==> src/rtl/simon_pkg.sv <==
`default_nettype none
// ============================================================================
//  Module  : simon_pkg
//  Desc    : Shared types and constants for the SIMON core: controller state
//            encoding, standard round-count lookup and the z-sequences.
//  Rev     : 1.0  initial release
// ============================================================================
package simon_pkg;

  // Controller sequencing states
  typedef enum logic [2:0] {
    IDLE   = 3'd0,
    LOAD   = 3'd1,
    EXPAND = 3'd2,
    KEYED  = 3'd3,
    CRYPT  = 3'd4,
    OUT    = 3'd5
  } ctrl_state_t;

  // Key-schedule constant sequences z0..z4 (62 bits each, MSB used first)
  localparam logic [61:0] c_z0 = 62'b11111010001001010110000111001101111101000100101011000011100110;
  localparam logic [61:0] c_z1 = 62'b10001110111110010011000010110101000111011111001001100001011010;
  localparam logic [61:0] c_z2 = 62'b10101111011100000011010010011000101000010001111110010110110011;
  localparam logic [61:0] c_z3 = 62'b11011011101011000110010111100000010010001010011100110100001111;
  localparam logic [61:0] c_z4 = 62'b11010001111001101011011000100000010111000011001010010011101111;

  // Standard round count for word size n and key-word count m; 0 = illegal pair
  function automatic int rounds(input int n, input int m);
    int r;
    r = 0;
    case (n)
      16: if (m == 4) r = 32;
      24: if (m == 3 || m == 4) r = 36;
      32: if (m == 3) r = 42; else if (m == 4) r = 44;
      48: if (m == 2) r = 52; else if (m == 3) r = 54;
      64: if (m == 2) r = 68; else if (m == 3) r = 69; else if (m == 4) r = 72;
      default: r = 0;
    endcase
    return r;
  endfunction

endpackage
`default_nettype wire

==> src/rtl/simon_round_counter.sv <==
`default_nettype none
// ============================================================================
//  Module  : simon_round_counter
//  Desc    : C-bit round index with clear/enable. Saturates at T-1 so the
//            index can never wrap; o_last flags the final round.
//  Rev     : 1.0  initial release
// ============================================================================
module simon_round_counter #(
  parameter int T = 32,
  parameter int C = 5
) (
  input  logic         clk,
  input  logic         rst,
  input  logic         i_clr,
  input  logic         i_en,
  output logic [C-1:0] o_count,
  output logic         o_last
);
  import simon_pkg::*;

  localparam logic [C-1:0] c_last = C'(T - 1);

  logic [C-1:0] r_count;

  // Round index register: clear wins over enable, hold once the last round is reached
  always_ff @(posedge clk) begin
    if (rst || i_clr) begin
      r_count <= '0;
    end else if (i_en && (r_count != c_last)) begin
      r_count <= r_count + 1'b1;
    end
  end

  assign o_count = r_count;
  assign o_last  = (r_count == c_last);

endmodule
`default_nettype wire

==> src/rtl/simon_crypt_ctrl.sv <==
`default_nettype none
// ============================================================================
//  Module  : simon_crypt_ctrl
//  Desc    : SIMON sequencer. Loads and expands the key schedule, then runs
//            T rounds per accepted block and holds the result until taken.
//            Expander and round datapath are pure enable-driven slaves.
//  Rev     : 1.0  initial release
// ============================================================================
module simon_crypt_ctrl #(
  parameter int N = 16,
  parameter int M = 4,
  parameter int T = 32,
  parameter int C = 5
) (
  input  logic         clk,
  input  logic         R,
  input  logic         keyValid,
  output logic         keyReady,
  input  logic         dataValid,
  output logic         dataReady,
  input  logic         outReady,
  output logic         outValid,
  output logic         ldKey,
  output logic         expEn,
  output logic         ldData,
  output logic         rndEn,
  output logic [C-1:0] count,
  output logic         keyDone
);
  import simon_pkg::*;

  // Reject parameter sets the round index cannot address or SIMON does not define
  generate
    if (T > (1 << C) || T < 2) begin : g_bad_rounds
      $error("simon_crypt_ctrl: T=%0d does not fit a %0d-bit round index", T, C);
    end
    if (rounds(N, M) == 0) begin : g_bad_geometry
      $error("simon_crypt_ctrl: N=%0d M=%0d is not a SIMON configuration", N, M);
    end
  endgenerate

  ctrl_state_t  r_state;
  ctrl_state_t  w_next_state;
  logic         w_cnt_clr;
  logic         w_cnt_en;
  logic         w_last;
  logic [C-1:0] w_count;
  logic         w_run;

  simon_round_counter #(
    .T (T),
    .C (C)
  ) u_round_counter (
    .clk     (clk),
    .rst     (R),
    .i_clr   (w_cnt_clr),
    .i_en    (w_cnt_en),
    .o_count (w_count),
    .o_last  (w_last)
  );

  // State register; reset aborts any key or block in flight
  always_ff @(posedge clk) begin
    if (R) begin
      r_state <= IDLE;
    end else begin
      r_state <= w_next_state;
    end
  end

  // Next state and round-index control; data takes priority over a new key in KEYED
  always_comb begin
    w_next_state = r_state;
    w_cnt_clr    = 1'b0;
    w_cnt_en     = 1'b0;
    case (r_state)
      IDLE: begin
        w_cnt_clr = 1'b1;
        if (keyValid) w_next_state = LOAD;
      end
      LOAD: begin
        w_cnt_clr    = 1'b1;
        w_next_state = EXPAND;
      end
      EXPAND: begin
        if (w_last) begin
          w_cnt_clr    = 1'b1;
          w_next_state = KEYED;
        end else begin
          w_cnt_en = 1'b1;
        end
      end
      KEYED: begin
        w_cnt_clr = 1'b1;
        if (dataValid)     w_next_state = CRYPT;
        else if (keyValid) w_next_state = LOAD;
      end
      CRYPT: begin
        // Index stays at T-1 into OUT so it marks the finished round
        if (w_last) w_next_state = OUT;
        else        w_cnt_en     = 1'b1;
      end
      OUT: begin
        if (outReady) begin
          w_cnt_clr    = 1'b1;
          w_next_state = KEYED;
        end
      end
      default: begin
        w_cnt_clr    = 1'b1;
        w_next_state = IDLE;
      end
    endcase
  end

  // All outputs decode registered state and are forced low while reset is held
  assign w_run     = ~R;
  assign keyReady  = w_run & ((r_state == IDLE) | ((r_state == KEYED) & ~dataValid));
  assign dataReady = w_run & (r_state == KEYED);
  assign ldKey     = w_run & (r_state == LOAD);
  assign expEn     = w_run & (r_state == EXPAND);
  assign ldData    = w_run & (r_state == KEYED) & dataValid;
  assign rndEn     = w_run & (r_state == CRYPT);
  assign outValid  = w_run & (r_state == OUT);
  assign keyDone   = w_run & ((r_state == KEYED) | (r_state == CRYPT) | (r_state == OUT));
  assign count     = w_run ? w_count : '0;

endmodule
`default_nettype wire
==> config.mk <==
export PLATFORM = sky130hd
export DESIGN_NAME = simon_crypt_ctrl
export DESIGN_NICKNAME = d
export VERILOG_FILES = /design/src/rtl/simon_pkg.sv /design/src/rtl/simon_round_counter.sv /design/src/rtl/simon_crypt_ctrl.sv
export SDC_FILE = /design/constraint.sdc
export NUM_CORES = 1
export LEC_CHECK = 0
export BUFFER_PORTS_ARGS = -buffer_cell sky130_fd_sc_hd__buf_2
export CAP_MARGIN = 20
export CORE_AREA = 3 3 40 42
export CTS_BUF_LIST = sky130_fd_sc_hd__clkbuf_4 sky130_fd_sc_hd__clkbuf_8
export DETAILED_ROUTE_END_ITERATION = 7
export DIE_AREA = 0 0 43 45
export GPL_TIMING_DRIVEN = 1
export PLACE_DENSITY_LB_ADDON = 0.2
export SLEW_MARGIN = 10
export SYNTH_ARGS = -nofsm -noshare
export SYNTH_HDL_FRONTEND = slang
export SYNTH_SLANG_ARGS = --single-unit
==> constraint.sdc <==
create_clock -name clk -period 2.3 [get_ports clk]
set_input_delay 0.46 -clock clk [delete_from_list [all_inputs] [get_ports clk]]
set_output_delay 0.46 -clock clk [all_outputs]
set_load 0.01 [all_outputs]
Word-level counts from Yosys, hierarchy flattened. Cells that the tools add are included.

Bits of input ports: 5. Register bits after elaboration: 8. Word-level logic and storage cells: 44. Output and inout bits: 13.

Bitwise gates (word level): 14. Eq/ne operators: 10. Add/subtract/negate cells: 1. Reductions and logical operators: 5. Muxes and demuxes: 12.

Operator list (count): $pmux W3 S6 (1); $mux W3 (5); $and A1 B1 Y1 (9); $eq A3 B2 Y1 const B (2); $eq A3 B3 Y1 const B (2); $add A5 B1 Y5 const B (1); $eq A5 B5 Y1 const B (1); $mux W5 (1); $ne A5 B5 Y1 const B (1); $mux W1 (4); $ne A2 B1 Y1 const B (2); $eq A3 B1 Y1 const B (1); $logic_not A3 Y1 (1); $or A1 B1 Y1 (3); $pmux W1 S3 (1); $reduce_and A3 Y1 (1); $ne A2 B2 Y1 const B (1); $not A1 Y1 (2); $reduce_or A2 Y1 (1); $logic_and A1 B1 Y1 (1); $logic_or A1 B1 Y1 (1).

Depth between registers and ports, before layout. Gate-level depths: netlist of the first run.

Depth after elaboration: 4. Depth in mapped cells: 7. Gate-level depth less buffers: 6.

By module. A second synthesis of the first run with hierarchy kept.

Cells, all modules: 67. Area, all modules: 525.5 um2.

By module, submodules not included: simon_crypt_ctrl (cells each 41, instances 1, seq. area each 60.1 um2, area an instance 286.5 um2); simon_round_counter (cells each 26, instances 1, seq. area each 100.1 um2, area an instance 239.0 um2).

Worst setup path before layout of the first run. OpenSTA, ideal clock, no wires.

Path kind: register to register. From: register u_round_counter.r_count[0], in the netlist u_round_counter.o_count[0]. To: register u_round_counter.r_count[3], in the netlist u_round_counter.o_count[3]. Cell stages (with the launch flop): 8. Library setup time: 0.080 ns. Period minus slack after synthesis: 1.981 ns. Buffers on the path: 1. Slack: 0.319 ns. Data required time: 2.220 ns. Data arrival time: 1.902 ns. Cells stage by stage: dfxtp_1 ha_1 and3_1 ha_1 or2_0 clkbuf_2 or4_4 a211oi_2.

Word-level cells in the longest chain between the ends: 4. Elaborated cells between the ends (all ways): 9. Those cells by class: 1 x add/sub; 2 x eq/ne; 4 x mux; 2 x reduce/logical.

RTL lines: from (decl) (line simon_round_counter.sv:23) `logic [C-1:0] r_count;`; from (signal assigned) (line simon_round_counter.sv:30) `r_count <= r_count + 1'b1;`; $eq A5 B5 Y1 (line simon_round_counter.sv:35) `assign o_last = (r_count == c_last);`; $mux W1 (on tied branches) (line simon_crypt_ctrl.sv:86, simon_crypt_ctrl.sv:100); $pmux W1 S3 / $mux W1 (equally long branches); $logic_or A1 B1 Y1 / $logic_and A1 B1 Y1 (equally long branches) (line simon_round_counter.sv:27, simon_round_counter.sv:29).

Several ways; a longest one is shown, not always the timed one. A chain may end at the register's enable or synchronous reset.

Worst setup path in the final report of the first run. Same ends and word-level chain as after synthesis.

==> results of run 1 <==
where the power goes:
part | internal, mW | total, mW | switching, mW
combinational | 0.123 | 0.274 | 0.151
clock | 0.0596 | 0.106 | 0.0461
sequential | 0.161 | 0.226 | 0.0651
layout by cell type (no fill, tap or decap), types with 2 or more instances in the layout:
cell and instances:
nor2b_1 8, clkbuf_4 3, buf_2 17, a211oi_1 4, nand2b_1 2, nor3_1 3, nand2_1 3, o21ai_0 5
o31ai_1 3, ha_1 2, dfxtp_1 8, nand3_1 3, nor2_1 2, o21a_1 2, nor4b_1 2, and2_1 2
Yosys cell counts (all sizes together), types with 2 or more instances:
cell type	instances
nand3	3
nor4b	2
clkbuf	4
and2	2
or2	2
a211oi	5
nand2b	2
nor2	2
o21ai	5
nor2b	8
nor3	3
o21a	2
o31ai	3
or4	2
buf	2
ha	2
dfxtp	8
nand2	3
final timing paths:
kind	from	endpoint	slack [ps]	cells after the start
hold reg to reg	u_round_counter.o_count[3]	u_round_counter.o_count[3]	520	2
hold / removal	outReady	r_state[0]	490	3
setup / recovery	u_round_counter.o_count[0]	u_round_counter.o_count[3]	200	6
setup reg to reg	u_round_counter.o_count[0]	u_round_counter.o_count[3]	200	6
per-layer routing:
metal  GRT usage [%]  vias up
met5               0        -
met4            5.42        0
met3            7.17        2
met2            21.6        7
met1            17.8      256
li1                -      301
registers in the layout, indices dropped and copies added (netlist names):
signal and cells:
u_round_counter.o_count 5, r_state 3
kinds of logic after synthesis:
group	after synthesis	share of synthesized area, %
xor gates and xnor gates	2	2.96
DFF	8	27.1
AOI/OAI and AO/OA	20	25.2
buffers and inverters	7	4.86
and+or+nand+nor	34	35.7
adders and majority gates	2	4.23
metrics by stage:
step / cell area, sq um / worst slack, ps / hold WS (ps) / power, mW
after CTS: 693 / 183 / 483 / 0.609
after global placement: 671 / 271 / 510 / 0.498
after detailed placement: 671 / 226 / 510 / 0.499
after floorplan: 592 / 319 / 475 / 0.441
after global routing: 693 / 83.0 / 496 / 0.652
final: 693 / 196 / 486 / 0.606
worst min-delay path, cell delays in order:
cell      delay (ps)
buf_2             80
nand2b_1          90
o31ai_1           60
area by class of cell:
cell class / instances / area (sq um) / area share [%]
multi-input cells: 58 / 403 / 58.1
flip-flops and latches: 8 / 160 / 23.1
repair buffers: 17 / 85.1 / 12.3
clock buffers: 3 / 22.5 / 3.25
well taps: 15 / 18.8 / 2.71
inverters: 1 / 3.75 / 0.542
==> results.py, run 1 <==
metrics = {
    "status": {
        "outcome": "finished, final reports clean",
    },
    "timing": {
        "finalMaxSlewViolations": 0,
        "setup_tns_ps": 0,
        "final_hold_viol_count": 0,
        "fmax_mhz": 475,
        "fin_crit_ps": 2100,
        "fin_skew_ps": 6.45,
        "setup_violations": 0,
        "timing.final.crit_share_pct": 91.5,
        "worst_pin_slew_ps": 547,
        "rsz0062_at_grt": "false",
        "slew_headroom_pct": 63.5,
    },
    "cts": {
        "hold_buffers": 0,
        "postCtsSetupRepairBufs": 0,
        "cts_resized": 0,
        "cts_tree": "yes",
        "clk_latency_ps": 250,
        "cts-root-buf": "clkbuf_4",
        "numCtsBuffers": 3,
        "clock_path_buffers": 2,
        "h-tree-depth": 1,
        "clock-sinks": 8,
        "clk_pin_slew_ps": 50,
    },
    "cells_and_area": {
        "utilization_pct": 53.9,
        "fillers": 134,
        "drive_above_1_share_pct": 28.7,
        "nets": 96,
        "final_cells": 102,
        "syn_to_final_growth_pct": 17.1,
        "insertedDiodeCount": 0,
    },
    "yosys": {
        "synth_nets": 80,
        "synth_top_area_share_pct": 27.1,
        "ys_top_cells_by_area": "dfxtp_1, nor2b_1, a211oi_1",
        "yosys_warnings": 0,
        "synth-seq-area-share_pct": 27.1,
        "synthesis.area_sq_um": 592,
        "synth_area_leader_cell": "dfxtp_1",
        "ys_types": 36,
        "ys_async_sr_fraction_pct": 0,
        "synth_edf_count": 0,
        "synth-main-ff-cell": "dfxtp_1",
        "netlist_instances": 73,
        "ys_ff_latch": 8,
        "syn_avg_cell_area_sq_um": 8.11,
    },
    "setup_path": {
        "path_common_cell": "ha_1",
        "worstPathMaxFanout": 8,
        "start_kind": "register",
        "cpLargestDelayFamily": "simple AND/OR/NAND/NOR gates",
        "crit_arrival_ps": 2280,
        "crit_type": "reg -> reg",
        "path_buf_inv": 0,
        "cp.required_ps": 2480,
        "slowest_stage": "or4_4",
        "cp_cell_sequence": "ha_1, and3_1, ha_1, or2_0, or4_4, a211oi_2",
        "max_stage_delay_ps": 550,
        "end_kind": "register",
    },
    "placed_design": {
        "gp_congestion": 0.782,
        "io_buffers": 17,
        "hpwlAfterDp_um": 915,
        "dpl.cell_count": 99,
    },
    "drt": {
        "drt-wirelength-per-cell_um": 12.8,
        "drt_iter0_drc": 16,
        "highest-signal-layer": "met4",
        "drc_errors": 0,
        "finalWirelength_um": 1310,
        "route.met2.wl_um": 598,
        "firstDrtPassIters": 4,
        "vias_per_cell": 5.55,
        "dr_total_vias": 566,
        "wl_met3_um": 59,
        "m1WireLength_um": 640,
        "postRouteAntennaNets": 0,
    },
    "pwr": {
        "irDropWorstVdd_v": 0.000530,
        "pwr_density_cell_nw_per_um2": 874,
        "leakage_nw": 0.286,
    },
    "global_routing": {
        "antenna_found_initial": 0,
        "grt_pass1_vias": 470,
        "grt_max_degree": 20,
        "grt_use_total_pct": 14.4,
        "grt_pass1_wl_um": 2040,
        "grt_overflow": 0,
    },
    "floorplanning": {
        "coreArea_sq_um": 1280,
        "die-area_sq_um": 1940,
        "ios": 18,
        "start_util_pct": 46.1,
        "die_h_um": 45,
        "fp.dieW_um": 43,
        "rows": 13,
    },
    "hold_path": {
        "hp-class": "in -> reg",
    },
    "job": {
        "cap_violations": 0,
    },
}
(Power assumes the default switching activity.)
==> run 2: changes to the inputs <==
--- a/config.mk
+++ b/config.mk
@@ -7,10 +7,12 @@
 export LEC_CHECK = 0
 export BUFFER_PORTS_ARGS = -buffer_cell sky130_fd_sc_hd__buf_2
 export CAP_MARGIN = 20
-export CORE_AREA = 3 3 40 42
+export CELL_PAD_IN_SITES_DETAIL_PLACEMENT = 1
+export CELL_PAD_IN_SITES_GLOBAL_PLACEMENT = 2
+export CORE_MARGIN = 3
+export CORE_UTILIZATION = 29
 export CTS_BUF_LIST = sky130_fd_sc_hd__clkbuf_4 sky130_fd_sc_hd__clkbuf_8
 export DETAILED_ROUTE_END_ITERATION = 7
-export DIE_AREA = 0 0 43 45
 export GPL_TIMING_DRIVEN = 1
 export PLACE_DENSITY_LB_ADDON = 0.2
 export SLEW_MARGIN = 10
==> results.py, run 2 (synthesis gave the netlist of run 1 again) <==
metrics = {
    "cts": {
        "clk_pin_slew_ps": 60,
        "cts_tree": "yes",
        "cts-root-buf": "clkbuf_4",
        "clock_path_buffers": 2,
        "cts_resized": 0,
        "hold_buffers": 0,
        "postCtsSetupRepairBufs": 0,
        "clk_latency_ps": 260,
        "h-tree-depth": 1,
        "clock-sinks": 8,
        "numCtsBuffers": 3,
    },
    "global_routing": {
        "grt_pass1_vias": 552,
        "grt_overflow": 0,
        "grt_use_total_pct": 12.8,
        "grt_max_degree": 20,
        "grt_pass1_wl_um": 2550,
        "antenna_found_initial": 0,
    },
    "timing": {
        "fin_crit_ps": 2110,
        "setup_violations": 0,
        "fmax_mhz": 474,
        "slew_headroom_pct": 62.5,
        "timing.final.crit_share_pct": 91.8,
        "layout_setup_ws_ps": 189,
        "worst_pin_slew_ps": 558,
        "finalMaxSlewViolations": 0,
        "hold_slack_ps": 492,
        "final_hold_viol_count": 0,
        "fin_skew_ps": 4.97,
        "setup_tns_ps": 0,
        "rsz0062_at_grt": "false",
    },
    "drt": {
        "m1WireLength_um": 772,
        "highest-signal-layer": "met4",
        "drt_iter0_drc": 3,
        "finalWirelength_um": 1470,
        "wl_met3_um": 74,
        "postRouteAntennaNets": 0,
        "dr_total_vias": 580,
        "firstDrtPassIters": 3,
        "vias_per_cell": 5.18,
        "drt-wirelength-per-cell_um": 13.1,
        "drc_errors": 0,
        "route.met2.wl_um": 612,
    },
    "setup_path": {
        "slowest_stage": "or4_4",
        "max_stage_delay_ps": 560,
        "cp.required_ps": 2480,
        "crit_type": "reg -> reg",
        "regToRegSetupSlack_ps": 190,
        "crit_arrival_ps": 2290,
        "worstPathMaxFanout": 8,
        "regToRegEndpoint": "u_round_counter.o_count[3]",
        "cp_cell_sequence": "ha_1, and3_1, ha_1, or2_0, or4_4, a211oi_2",
        "path_common_cell": "ha_1",
        "cpLargestDelayFamily": "simple AND/OR/NAND/NOR gates",
        "path_buf_inv": 0,
        "r2r-start": "u_round_counter.o_count[0]",
        "start_kind": "register",
        "reg2regPathDepth": 6,
        "crit_start": "u_round_counter.o_count[0]",
        "end_kind": "register",
    },
    "placed_design": {
        "pre_cts_ws_ps": 202,
        "gp_congestion": 0.710,
        "io_buffers": 17,
        "hpwlAfterDp_um": 1100,
        "dpl.cell_count": 109,
        "placed_area_sq_um": 683,
    },
    "cells_and_area": {
        "drive_above_1_share_pct": 28.7,
        "layout_commonest_cell": "buf_2",
        "syn_to_final_growth_pct": 19.2,
        "design_area_sq_um": 706,
        "final_cell_mix": "buf_2, nor2b_1, dfxtp_1",
        "nets": 96,
        "final_cells": 112,
        "largest_reg_flops": 5,
        "insertedDiodeCount": 0,
    },
    "hold_path": {
        "hp-start": "outReady",
        "min_to": "r_state[0]",
        "hp-class": "in -> reg",
        "min_path_cells": 3,
    },
    "floorplanning": {
        "rows": 15,
        "start_util_pct": 32.5,
        "coreArea_sq_um": 1820,
        "die_h_um": 51.2,
        "die-area_sq_um": 2620,
        "ios": 18,
        "fp.dieW_um": 51.2,
    },
    "status": {
        "outcome": "finished, final reports clean",
    },
    "pwr": {
        "pwr_density_cell_nw_per_um2": 873,
        "irDropWorstVdd_v": 0.000534,
        "leakage_nw": 0.286,
    },
    "job": {
        "cap_violations": 0,
    },
}
## run 2: metal layers
layer  track usage [%]  up-vias
met4              2.69        0
met2              18.2       11
li1                  -      299
met5                 0        -
met3              4.66        2
met1              18.2      268
## run 2: tightest hold or removal path: cells and delay by family
family | cells | cell delay (ps)
AO/OA/AOI/OAI | 1 | 50
AND/OR/NAND/NOR | 1 | 90
buffers and inverters | 1 | 90
## run 2: layout make-up
cell class              instances  area, sq um
fillers                       249         1110
multi-input cells              58          403
flip-flops and latches          8          160
repair buffers                 17         85.1
well taps                      25         31.3
clock buffers                   3         22.5
inverters                       1         3.75
## run 2: power breakdown
group          internal (mW)  total [mW]  switching, mW
clock                 0.0598       0.109         0.0491
combinational          0.123       0.280          0.158
sequential             0.161       0.227         0.0663
total                  0.343       0.616          0.273
## run 2: worst max-delay path by stage
stage | end | slack, ps | cells past startpoint
finish | u_round_counter.o_count[3] | 190 | 6
global route | u_round_counter.o_count[2] | 50 | 6
CTS | u_round_counter.o_count[3] | 200 | 6
detailed placement | u_round_counter.o_count[3] | 200 | 6
global placement | u_round_counter.o_count[3] | 250 | 6
floorplan | u_round_counter.o_count[3] | 320 | 7
## run 2: stage by stage
step / util [%] / total power, mW
final: 38.8 / 0.616
after global routing: 38.8 / 0.676
after CTS: 38.8 / 0.624
after detailed placement: 37.5 / 0.512
after global placement: 37.5 / 0.512
after floorplan: - / 0.441
